==> config.mk <==
export PLATFORM = sky130hd
export DESIGN_NAME = mem_port_arbiter
export DESIGN_NICKNAME = d
export VERILOG_FILES = /design/src/rtl/mem_port_arbiter.sv
export SDC_FILE = /design/constraint.sdc
export NUM_CORES = 1
export LEC_CHECK = 0
export BUFFER_PORTS_ARGS = -buffer_cell sky130_fd_sc_hd__clkbuf_2
export CORE_MARGIN = 2
export CORE_UTILIZATION = 47
export DETAILED_ROUTE_END_ITERATION = 8
export PLACE_DENSITY = 0.81
export SLEW_MARGIN = 25
export SYNTH_ARGS = -nofsm -noshare
export SYNTH_HDL_FRONTEND = slang
export SYNTH_SLANG_ARGS = --single-unit
==> constraint.sdc <==
create_clock -name clk -period 1.8 [get_ports clk]
set_input_delay 0.36 -clock clk [delete_from_list [all_inputs] [get_ports clk]]
set_output_delay 0.36 -clock clk [all_outputs]
set_load 0.005 [all_outputs]
==> src/rtl/mem_port_arbiter.sv <==
// mem_port_arbiter: shares one external memory port between the instruction
// fetch requester (I) and the data requester (D). Data wins arbitration unless
// fetch has been passed over STARVE_LIMIT times in a row. Every output is
// registered. The optional access timeout is enabled by defining
// MEM_ARB_TIMEOUT_EN; without it the access states wait for mem_ready forever
// and err is tied low.
module mem_port_arbiter #(
  parameter int STARVE_LIMIT   = 4,
  parameter int TIMEOUT_CYCLES = 256
) (
  input  logic        clk,
  input  logic        reset,
  input  logic        i_req,
  input  logic [31:0] i_addr,
  output logic        i_ready,
  output logic [31:0] i_rdata,
  input  logic        d_req,
  input  logic        d_we,
  input  logic [31:0] d_addr,
  input  logic [31:0] d_wdata,
  input  logic [3:0]  d_be,
  output logic        d_ready,
  output logic [31:0] d_rdata,
  output logic [31:0] mem_addr,
  output logic [31:0] mem_wdata,
  output logic [3:0]  mem_be,
  output logic        mem_read_en,
  output logic        mem_write_en,
  input  logic [31:0] mem_rdata,
  input  logic        mem_ready,
  output logic        busy,
  output logic        err
);

  typedef enum logic [1:0] {
    IDLE  = 2'd0,
    I_ACC = 2'd1,
    D_ACC = 2'd2,
    RESP  = 2'd3
  } state_t;

  state_t      state_reg, state_next;
  logic [3:0]  starve_reg, starve_next;
  logic [31:0] mem_addr_next, mem_wdata_next;
  logic [3:0]  mem_be_next;
  logic        mem_read_en_next, mem_write_en_next;
  logic [31:0] i_rdata_next, d_rdata_next;
  logic        i_ready_next, d_ready_next, busy_next;
  logic        d_wins;

  // Data has priority unless fetch is waiting and has been starved too long
  assign d_wins = d_req && (!i_req || (starve_reg < 4'(STARVE_LIMIT)));

`ifdef MEM_ARB_TIMEOUT_EN
  localparam int TMO_W = $clog2(TIMEOUT_CYCLES + 1);
  logic [TMO_W-1:0] tmo_reg, tmo_next;
  logic             err_next;
  logic             timeout_hit;

  // Counter holds the number of completed cycles in the access state, so the
  // last permitted cycle is TIMEOUT_CYCLES-1; a mem_ready then still wins.
  assign timeout_hit = (tmo_reg == TMO_W'(TIMEOUT_CYCLES - 1)) && !mem_ready;
`endif

  // Next-state, arbitration and registered-output computation
  always_comb begin
    state_next        = state_reg;
    starve_next       = starve_reg;
    mem_addr_next     = mem_addr;
    mem_wdata_next    = mem_wdata;
    mem_be_next       = mem_be;
    mem_read_en_next  = 1'b0;
    mem_write_en_next = 1'b0;
    i_rdata_next      = i_rdata;
    d_rdata_next      = d_rdata;
    i_ready_next      = 1'b0;
    d_ready_next      = 1'b0;
`ifdef MEM_ARB_TIMEOUT_EN
    tmo_next          = tmo_reg;
    err_next          = 1'b0;
`endif
    case (state_reg)
      IDLE: begin
        if (!i_req) begin
          starve_next = '0;
        end
        if (d_wins) begin
          state_next        = D_ACC;
          mem_addr_next     = d_addr;
          mem_wdata_next    = d_wdata;
          mem_be_next       = d_we ? d_be : 4'b1111;
          mem_write_en_next = d_we;
          mem_read_en_next  = !d_we;
          if (i_req && (starve_reg != 4'hF)) begin
            starve_next = starve_reg + 4'd1;
          end
`ifdef MEM_ARB_TIMEOUT_EN
          tmo_next = '0;
`endif
        end else if (i_req) begin
          state_next       = I_ACC;
          mem_addr_next    = i_addr;
          mem_be_next      = 4'b1111;
          mem_read_en_next = 1'b1;
          starve_next      = '0;
`ifdef MEM_ARB_TIMEOUT_EN
          tmo_next = '0;
`endif
        end
      end
      I_ACC, D_ACC: begin
        if (mem_ready) begin
          state_next = RESP;
          if (state_reg == I_ACC) begin
            i_rdata_next = mem_rdata;
            i_ready_next = 1'b1;
          end else begin
            d_rdata_next = mem_write_en ? 32'h0 : mem_rdata;
            d_ready_next = 1'b1;
          end
`ifdef MEM_ARB_TIMEOUT_EN
        end else if (timeout_hit) begin
          state_next = RESP;
          err_next   = 1'b1;
          if (state_reg == I_ACC) begin
            i_rdata_next = 32'hDEADBEEF;
            i_ready_next = 1'b1;
          end else begin
            d_rdata_next = 32'hDEADBEEF;
            d_ready_next = 1'b1;
          end
`endif
        end else begin
          // Still waiting: keep the strobes asserted
          mem_read_en_next  = mem_read_en;
          mem_write_en_next = mem_write_en;
`ifdef MEM_ARB_TIMEOUT_EN
          tmo_next = tmo_reg + 1'b1;
`endif
        end
      end
      RESP: begin
        // Requests are ignored here so a still-held request is not serviced twice
        state_next = IDLE;
      end
      default: begin
        state_next = IDLE;
      end
    endcase
    busy_next = (state_next != IDLE);
  end

  // State and registered outputs; reset drops strobes immediately
  always_ff @(posedge clk or negedge reset) begin
    if (!reset) begin
      state_reg    <= IDLE;
      starve_reg   <= '0;
      mem_addr     <= '0;
      mem_wdata    <= '0;
      mem_be       <= '0;
      mem_read_en  <= 1'b0;
      mem_write_en <= 1'b0;
      i_rdata      <= '0;
      d_rdata      <= '0;
      i_ready      <= 1'b0;
      d_ready      <= 1'b0;
      busy         <= 1'b0;
    end else begin
      state_reg    <= state_next;
      starve_reg   <= starve_next;
      mem_addr     <= mem_addr_next;
      mem_wdata    <= mem_wdata_next;
      mem_be       <= mem_be_next;
      mem_read_en  <= mem_read_en_next;
      mem_write_en <= mem_write_en_next;
      i_rdata      <= i_rdata_next;
      d_rdata      <= d_rdata_next;
      i_ready      <= i_ready_next;
      d_ready      <= d_ready_next;
      busy         <= busy_next;
    end
  end

`ifdef MEM_ARB_TIMEOUT_EN
  // Access-cycle counter and the timeout error pulse
  always_ff @(posedge clk or negedge reset) begin
    if (!reset) begin
      tmo_reg <= '0;
      err     <= 1'b0;
    end else begin
      tmo_reg <= tmo_next;
      err     <= err_next;
    end
  end
`else
  assign err = 1'b0;
`endif

endmodule

==> run_results.csv, run 1 <==
group,metric,value,unit
synthesis,synth_commonest_cells,"143 x dfrtp_1, 100 x nand2_1, 36 x mux2_1",
floorplan,rows,41,
synthesis,async_reset_ff_share,100,%
sta,final.period_utilization,90.7,%
detailed_routing,wl_per_cell,16.8,µm
global_routing,grt_pass1_wl,27000,µm
cts,ctsLongestPathBuffers,2,
power,p_int,10.3,mW
global_routing,track_usage,24.3,%
cts,cts_tree,"done",
setup_path,timing.rr.end,"mem_wdata[12]$_DFFE_PN0P_",
floorplan,die_x,118,µm
synthesis,synth_most_common_cell,"dfrtp_1",
cts,clk_pin_slew_worst_paths,0.06,ns
floorplan,initial_core_util,48.4,%
detailed_routing,num_vias,5077,
setup_path,ff2ff_path_depth,4,
sta,tns,0,ns
synthesis,syn_nets,671,
floorplan,die_area,14000,µm²
detailed_routing,routed_wl,16500,µm
detailed_routing,via_per_inst,5.15,
sta,skew,0.00483,ns
outcome,outcome,"finished, final reports clean",
floorplan,core,12700,µm²
detailed_routing,ant_nets,0,
cts,cts-buffers-inserted,17,
place,hpwl,11700,µm
power,comb_power_share,37.2,%
setup_path,crit_path_end_kind,"flip-flop",
synthesis,avgSynthCellArea,11.6,µm²
cts,root_buffer,"clkbuf_16",
sta,min_period,1.63,ns
synthesis,synth.area.top_cells,"dfrtp_1 58%, mux2_4 6.9%, mux2_1 6.6%",
setup_path,cp.arrival,1.93,ns
worst_hold_path,worstHoldPathCells,2,
setup_path,crit_type,"flip-flop to flip-flop",
synthesis,synth_top_area_share,58.3,%
cells_and_area,antenna_cells,0,
synthesis,syn_area,6130,µm²
worst_hold_path,hold_start,"d_wdata[2]",
cts,post_cts.repair.setup_buffers,0,
global_routing,grt_pass1_vias,5181,
synthesis,synth_seq_area_share,58.3,%
synthesis,yosysTopAreaCell,"dfrtp_1",
detailed_routing,drc,0,
cts,htreeDepth,4,
cells_and_area,fin_nets,943,
sta,final-hold-violation-count,0,
place,place_worst_setup_slack,0.113,ns
cts,clkSinkCount,143,
setup_path,critPathMaxFanout,16,
detailed_routing,drtPass1Iterations,4,
setup_path,ff2ff_setup_slack,0.17,ns
power,p_sw_share,32.6,%
detailed_routing,drtIter0Drc,313,
sta,fin_ws,0.167,ns
power,powerDensity,1810,nW/µm²
cts,clock_latency,0.41,ns
sta,max_freq,0.612,GHz
worst_hold_path,hp-class,"input port to flip-flop",
sta,slew_violations,0,
job,timing.max_cap.violations,0,
synthesis,synthCells,530,
sta,rsz0062_at_grt,"no",
synthesis,ys_types,37,
synthesis,ys.flop_type,"dfrtp_1",
sta,setup_viol,0,
synthesis,synth_edf_count,0,
setup_path,worst-endpoint-required,2.10,ns
cells_and_area,syn_to_final_growth,37.9,%
power,peakVddDrop,0.754,mV
synthesis,yosysWarnings,0,
global_routing,antenna_found_initial,0,
floorplan,die_height,118,µm
power,p_seq_share,37.2,%
power,p_clk_share,25.7,%
setup_path,r2r_start,"starve_reg[3]$_DFFE_PN0P_",
place,io_buffers,274,
synthesis,ys_ff_latch,143,
cells_and_area,drive_above_1_share,43.8,%
power,p_total,15.3,mW
setup_path,start_kind,"flip-flop",
worst_hold_path,min_to,"mem_wdata[2]$_DFFE_PN0P_",
place,routabilityCongestion,0.775,
power,p_leak,4.28,nW
global_routing,grt-ovfl-total,0,
floorplan,io_pins,276,
global_routing,grt_max_degree,66,
power,switching_power,4.99,mW
## layout by cell type, fill, tap and decap left out, types with 17 or more instances in the layout
cell	netlist	routed
clkbuf_2	0	273
dfrtp_1	143	143
nand2_1	100	100
mux2_1	36	36
nand4_1	33	33
nand2b_1	32	32
o21ai_1	32	32
o211ai_1	32	32
mux2_4	28	28
clkbuf_16	0	17
## stage by stage
stage / utilization [%] / instance area [µm²] / hold WS, ns / cells
floorplan: - / 6130 / 0.0644 / 530
global route: 66.8 / 8460 / 0.160 / 985
detailed placement: 61.5 / 7790 / 0.325 / 954
CTS: 66.7 / 8460 / 0.150 / 985
global placement: 61.5 / 7790 / 0.322 / 954
finish: 66.8 / 8460 / 0.169 / 985
## area by class of cell
type	count	area [µm²]
Fill cell	987	4210
Sequential cell	143	3580
Multi-Input combinational cell	341	2330
Timing Repair Buffer	294	1660
Clock buffer	19	443
Tap cell	172	215
Clock inverter	11	214
Inverter	5	18.8
## critical path: stages (launching register included)
cell,delay [ns]
dfrtp_1,0.45
o21ai_4,0.20
and3_4,0.32
buf_12,0.20
mux2_4,0.32
## how the worst max path moves through the flow
stage | start | slack, ns | cells after the start | to
2_1_floorplan | state_reg[0]$_DFF_PN0_ | 0.18 | 7 | d_rdata[29]$_DFFE_PN0P_
5_1_grt | state_reg[0]$_DFF_PN0_ | 0.05 | 7 | mem_addr[1]$_DFFE_PN0P_
4_1_cts | starve_reg[3]$_DFFE_PN0P_ | 0.11 | 5 | mem_addr[20]$_DFFE_PN0P_
6_report | starve_reg[3]$_DFFE_PN0P_ | 0.17 | 4 | mem_wdata[12]$_DFFE_PN0P_
3_5_place_dp | starve_reg[3]$_DFFE_PN0P_ | 0.11 | 5 | mem_addr[1]$_DFFE_PN0P_
3_3_place_gp | starve_reg[3]$_DFFE_PN0P_ | 0.18 | 5 | mem_addr[28]$_DFFE_PN0P_
## power by group through the flow
stage	clock (mW)	combinational, mW	sequential (mW)
after floorplan	0	2.99	5.71
after global placement	0	5.54	5.64
after detailed placement	0	5.72	5.69
after CTS	3.98	5.77	5.69
after global routing	4.12	6.25	5.87
final	3.92	5.68	5.68
## what timing repair did
action	4_1_cts	5_1_grt
setup endpoints to repair	0	2
resized for setup	0	1
hold buffers	1	0
hold endpoints to repair	40	0
## per-layer routing
layer / track usage (%) / share of wire [%] / wire, µm
met1: 30.4 / 40 / 6680
met2: 40.0 / 49 / 8080
met3: 7.63 / 8.7 / 1440
met4: 8.06 / 1.9 / 307
met5: 0 / 0 / 0
## kinds of logic after synthesis
group	share of synthesized area, %
and+or+nand+nor	15.1
DFF	58.3
AOI/OAI and AO/OA	8.59
muxes	13.6
buffers and inverters	3.65
adders and majority gates	0.612
other	0.0611
No activity file was read; power rests on OpenSTA's default activity.
==> inputs of run 2 (changes only) <==
--- a/config.mk
+++ b/config.mk
@@ -9,6 +9,7 @@
 export CORE_MARGIN = 2
 export CORE_UTILIZATION = 47
 export DETAILED_ROUTE_END_ITERATION = 8
+export MAX_ROUTING_LAYER = met4
 export PLACE_DENSITY = 0.81
 export SLEW_MARGIN = 25
 export SYNTH_ARGS = -nofsm -noshare
==> run_results.csv, run 2 (synthesized netlist as in run 1, its figures left out) <==
group,metric,value,unit
power,peakVddDrop,0.764,mV
setup_path,path_cells,"o21ai_4 > buf_6 > and2_1 > buf_12 > o211ai_1",
setup_path,ff2ff_setup_slack,0.17,ns
cells_and_area,multi_input_area,2330,µm²
floorplan,initial_core_util,48.4,%
sta,rsz0062_at_grt,"no",
detailed_routing,drc,0,
global_routing,track_usage,25.0,%
floorplan,die_area,14000,µm²
setup_path,worst-endpoint-required,2.08,ns
cts,clkSinkCount,143,
setup_path,crit_cells,5,
place,hpwl,11700,µm
setup_path,critPathMaxFanout,33,
setup_path,crit_start,"starve_reg[3]$_DFFE_PN0P_",
setup_path,timing.rr.end,"mem_addr[20]$_DFFE_PN0P_",
cells_and_area,final_cell_mix,"273 x clkbuf_2, 143 x dfrtp_1, 100 x nand2_1, 36 x mux2_1, 33 x nand4_1",
floorplan,io_pins,276,
setup_path,ff2ff_path_depth,5,
cells_and_area,instances_no_fill,985,
cells_and_area,final_util,66.8,%
power,powerDensity,1810,nW/µm²
floorplan,die_x,118,µm
cells_and_area,drive_above_1_share,43.8,%
cts,root_buffer,"clkbuf_16",
floorplan,rows,41,
place,routabilityCongestion,0.786,
sta,setup_viol,0,
global_routing,antenna_found_initial,0,
worst_hold_path,hold_start,"d_wdata[2]",
detailed_routing,drtIter0Drc,365,
cells_and_area,syn_to_final_growth,37.9,%
worst_hold_path,worstHoldPathCells,2,
global_routing,grt_pass1_wl,27000,µm
sta,min_period,1.63,ns
setup_path,crit_end,"mem_addr[20]$_DFFE_PN0P_",
cells_and_area,ff_latch_area,3580,µm²
cells_and_area,fin_nets,943,
outcome,outcome,"finished, final reports clean",
floorplan,die_height,118,µm
detailed_routing,wl_per_cell,16.9,µm
cts,post_cts.repair.setup_buffers,0,
sta,slew_violations,0,
cells_and_area,antenna_cells,0,
setup_path,r2r_start,"starve_reg[3]$_DFFE_PN0P_",
detailed_routing,drtPass1Iterations,4,
detailed_routing,routed_wl,16600,µm
power,p_leak,4.28,nW
cells_and_area,final_common_cell,"clkbuf_2",
place,dp_cells,954,
cts,cts_tree,"done",
global_routing,grt-ovfl-total,0,
power,p_total,15.3,mW
cts,cts-buffers-inserted,17,
detailed_routing,ant_nets,0,
setup_path,cpMaxStageDelayCell,"dfrtp_1",
sta,final-hold-violation-count,0,
sta,tns,0,ns
cts,clock_latency,0.41,ns
sta,max_freq,0.613,GHz
setup_path,crit_family,"buffers and inverters",
setup_path,critPathBufInv,2,
place,io_buffers,274,
cts,clk_pin_slew_worst_paths,0.06,ns
floorplan,core,12700,µm²
job,timing.max_cap.violations,0,
setup_path,crit_type,"flip-flop to flip-flop",
setup_path,crit_path_end_kind,"flip-flop",
setup_path,start_kind,"flip-flop",
detailed_routing,via_per_inst,5.19,
global_routing,grt_max_degree,66,
sta,final.period_utilization,90.7,%
cts,htreeDepth,4,
cells_and_area,n_fill_cell,987,
setup_path,cp.arrival,1.91,ns
worst_hold_path,hp-class,"input port to flip-flop",
sta,skew,0.00676,ns
cts,ctsLongestPathBuffers,2,
sta,whs,0.172,ns
global_routing,grt_pass1_vias,5176,
detailed_routing,num_vias,5111,
setup_path,cp_slowest_stage_delay,0.45,ns
[run 2: cell counts in the layout (fill, tap and decap cells not counted)]
No cell type changed its count.
[run 2: final cells by class]
class / instances / area share (%)
clock inverters: 11 / 2.53
clock buffers: 19 / 5.24
repair buffers: 294 / 19.6
multi-input cells: 341 / 27.6
inverters: 5 / 0.222
well taps: 172 / 2.54
flip-flops and latches: 143 / 42.3
[run 2: how the worst min path moves through the flow]
stage,end,slack (ns)
final,mem_wdata[2]$_DFFE_PN0P_,0.17
after global routing,mem_wdata[1]$_DFFE_PN0P_,0.16
after CTS,mem_wdata[2]$_DFFE_PN0P_,0.15
after detailed placement,i_rdata[22]$_DFFE_PN0P_,0.32
after global placement,i_rdata[22]$_DFFE_PN0P_,0.32
after floorplan,busy$_DFF_PN0_,0.06
[run 2: worst reg2reg max path: stages, from the launching register on]
cell	delay, ns
dfrtp_1	0.45
o21ai_4	0.20
buf_6	0.27
and2_1	0.24
buf_12	0.20
o211ai_1	0.14
[run 2: where the power goes]
part           switching (mW)  internal, mW
Combinational            2.78          2.90
Sequential              0.901          4.78
Clock                    1.31          2.62
Total                    4.99          10.3
[run 2: through the flow]
stage	area, µm²	setup WS (ns)
6_report	8460	0.168
5_1_grt	8460	0.0476
4_1_cts	8460	0.108
3_5_place_dp	7790	0.113
3_3_place_gp	7790	0.177
2_1_floorplan	6130	0.179
[run 2: timing repair]
item	CTS	global route
endpoints found under the hold margin	40	0
endpoints found under the setup margin	0	2
gates resized for setup	0	1
hold buffers	1	0
[run 2: routing by layer]
metal	share of wire (%)	GRT usage, %	wire length (µm)	up-vias
met4	1.8	8.06	296	0
li1	-	-	-	2382
met5	0	-	0	-
met2	49	40.0	8170	250
met1	41	31.1	6770	2452
met3	8.3	6.61	1370	27
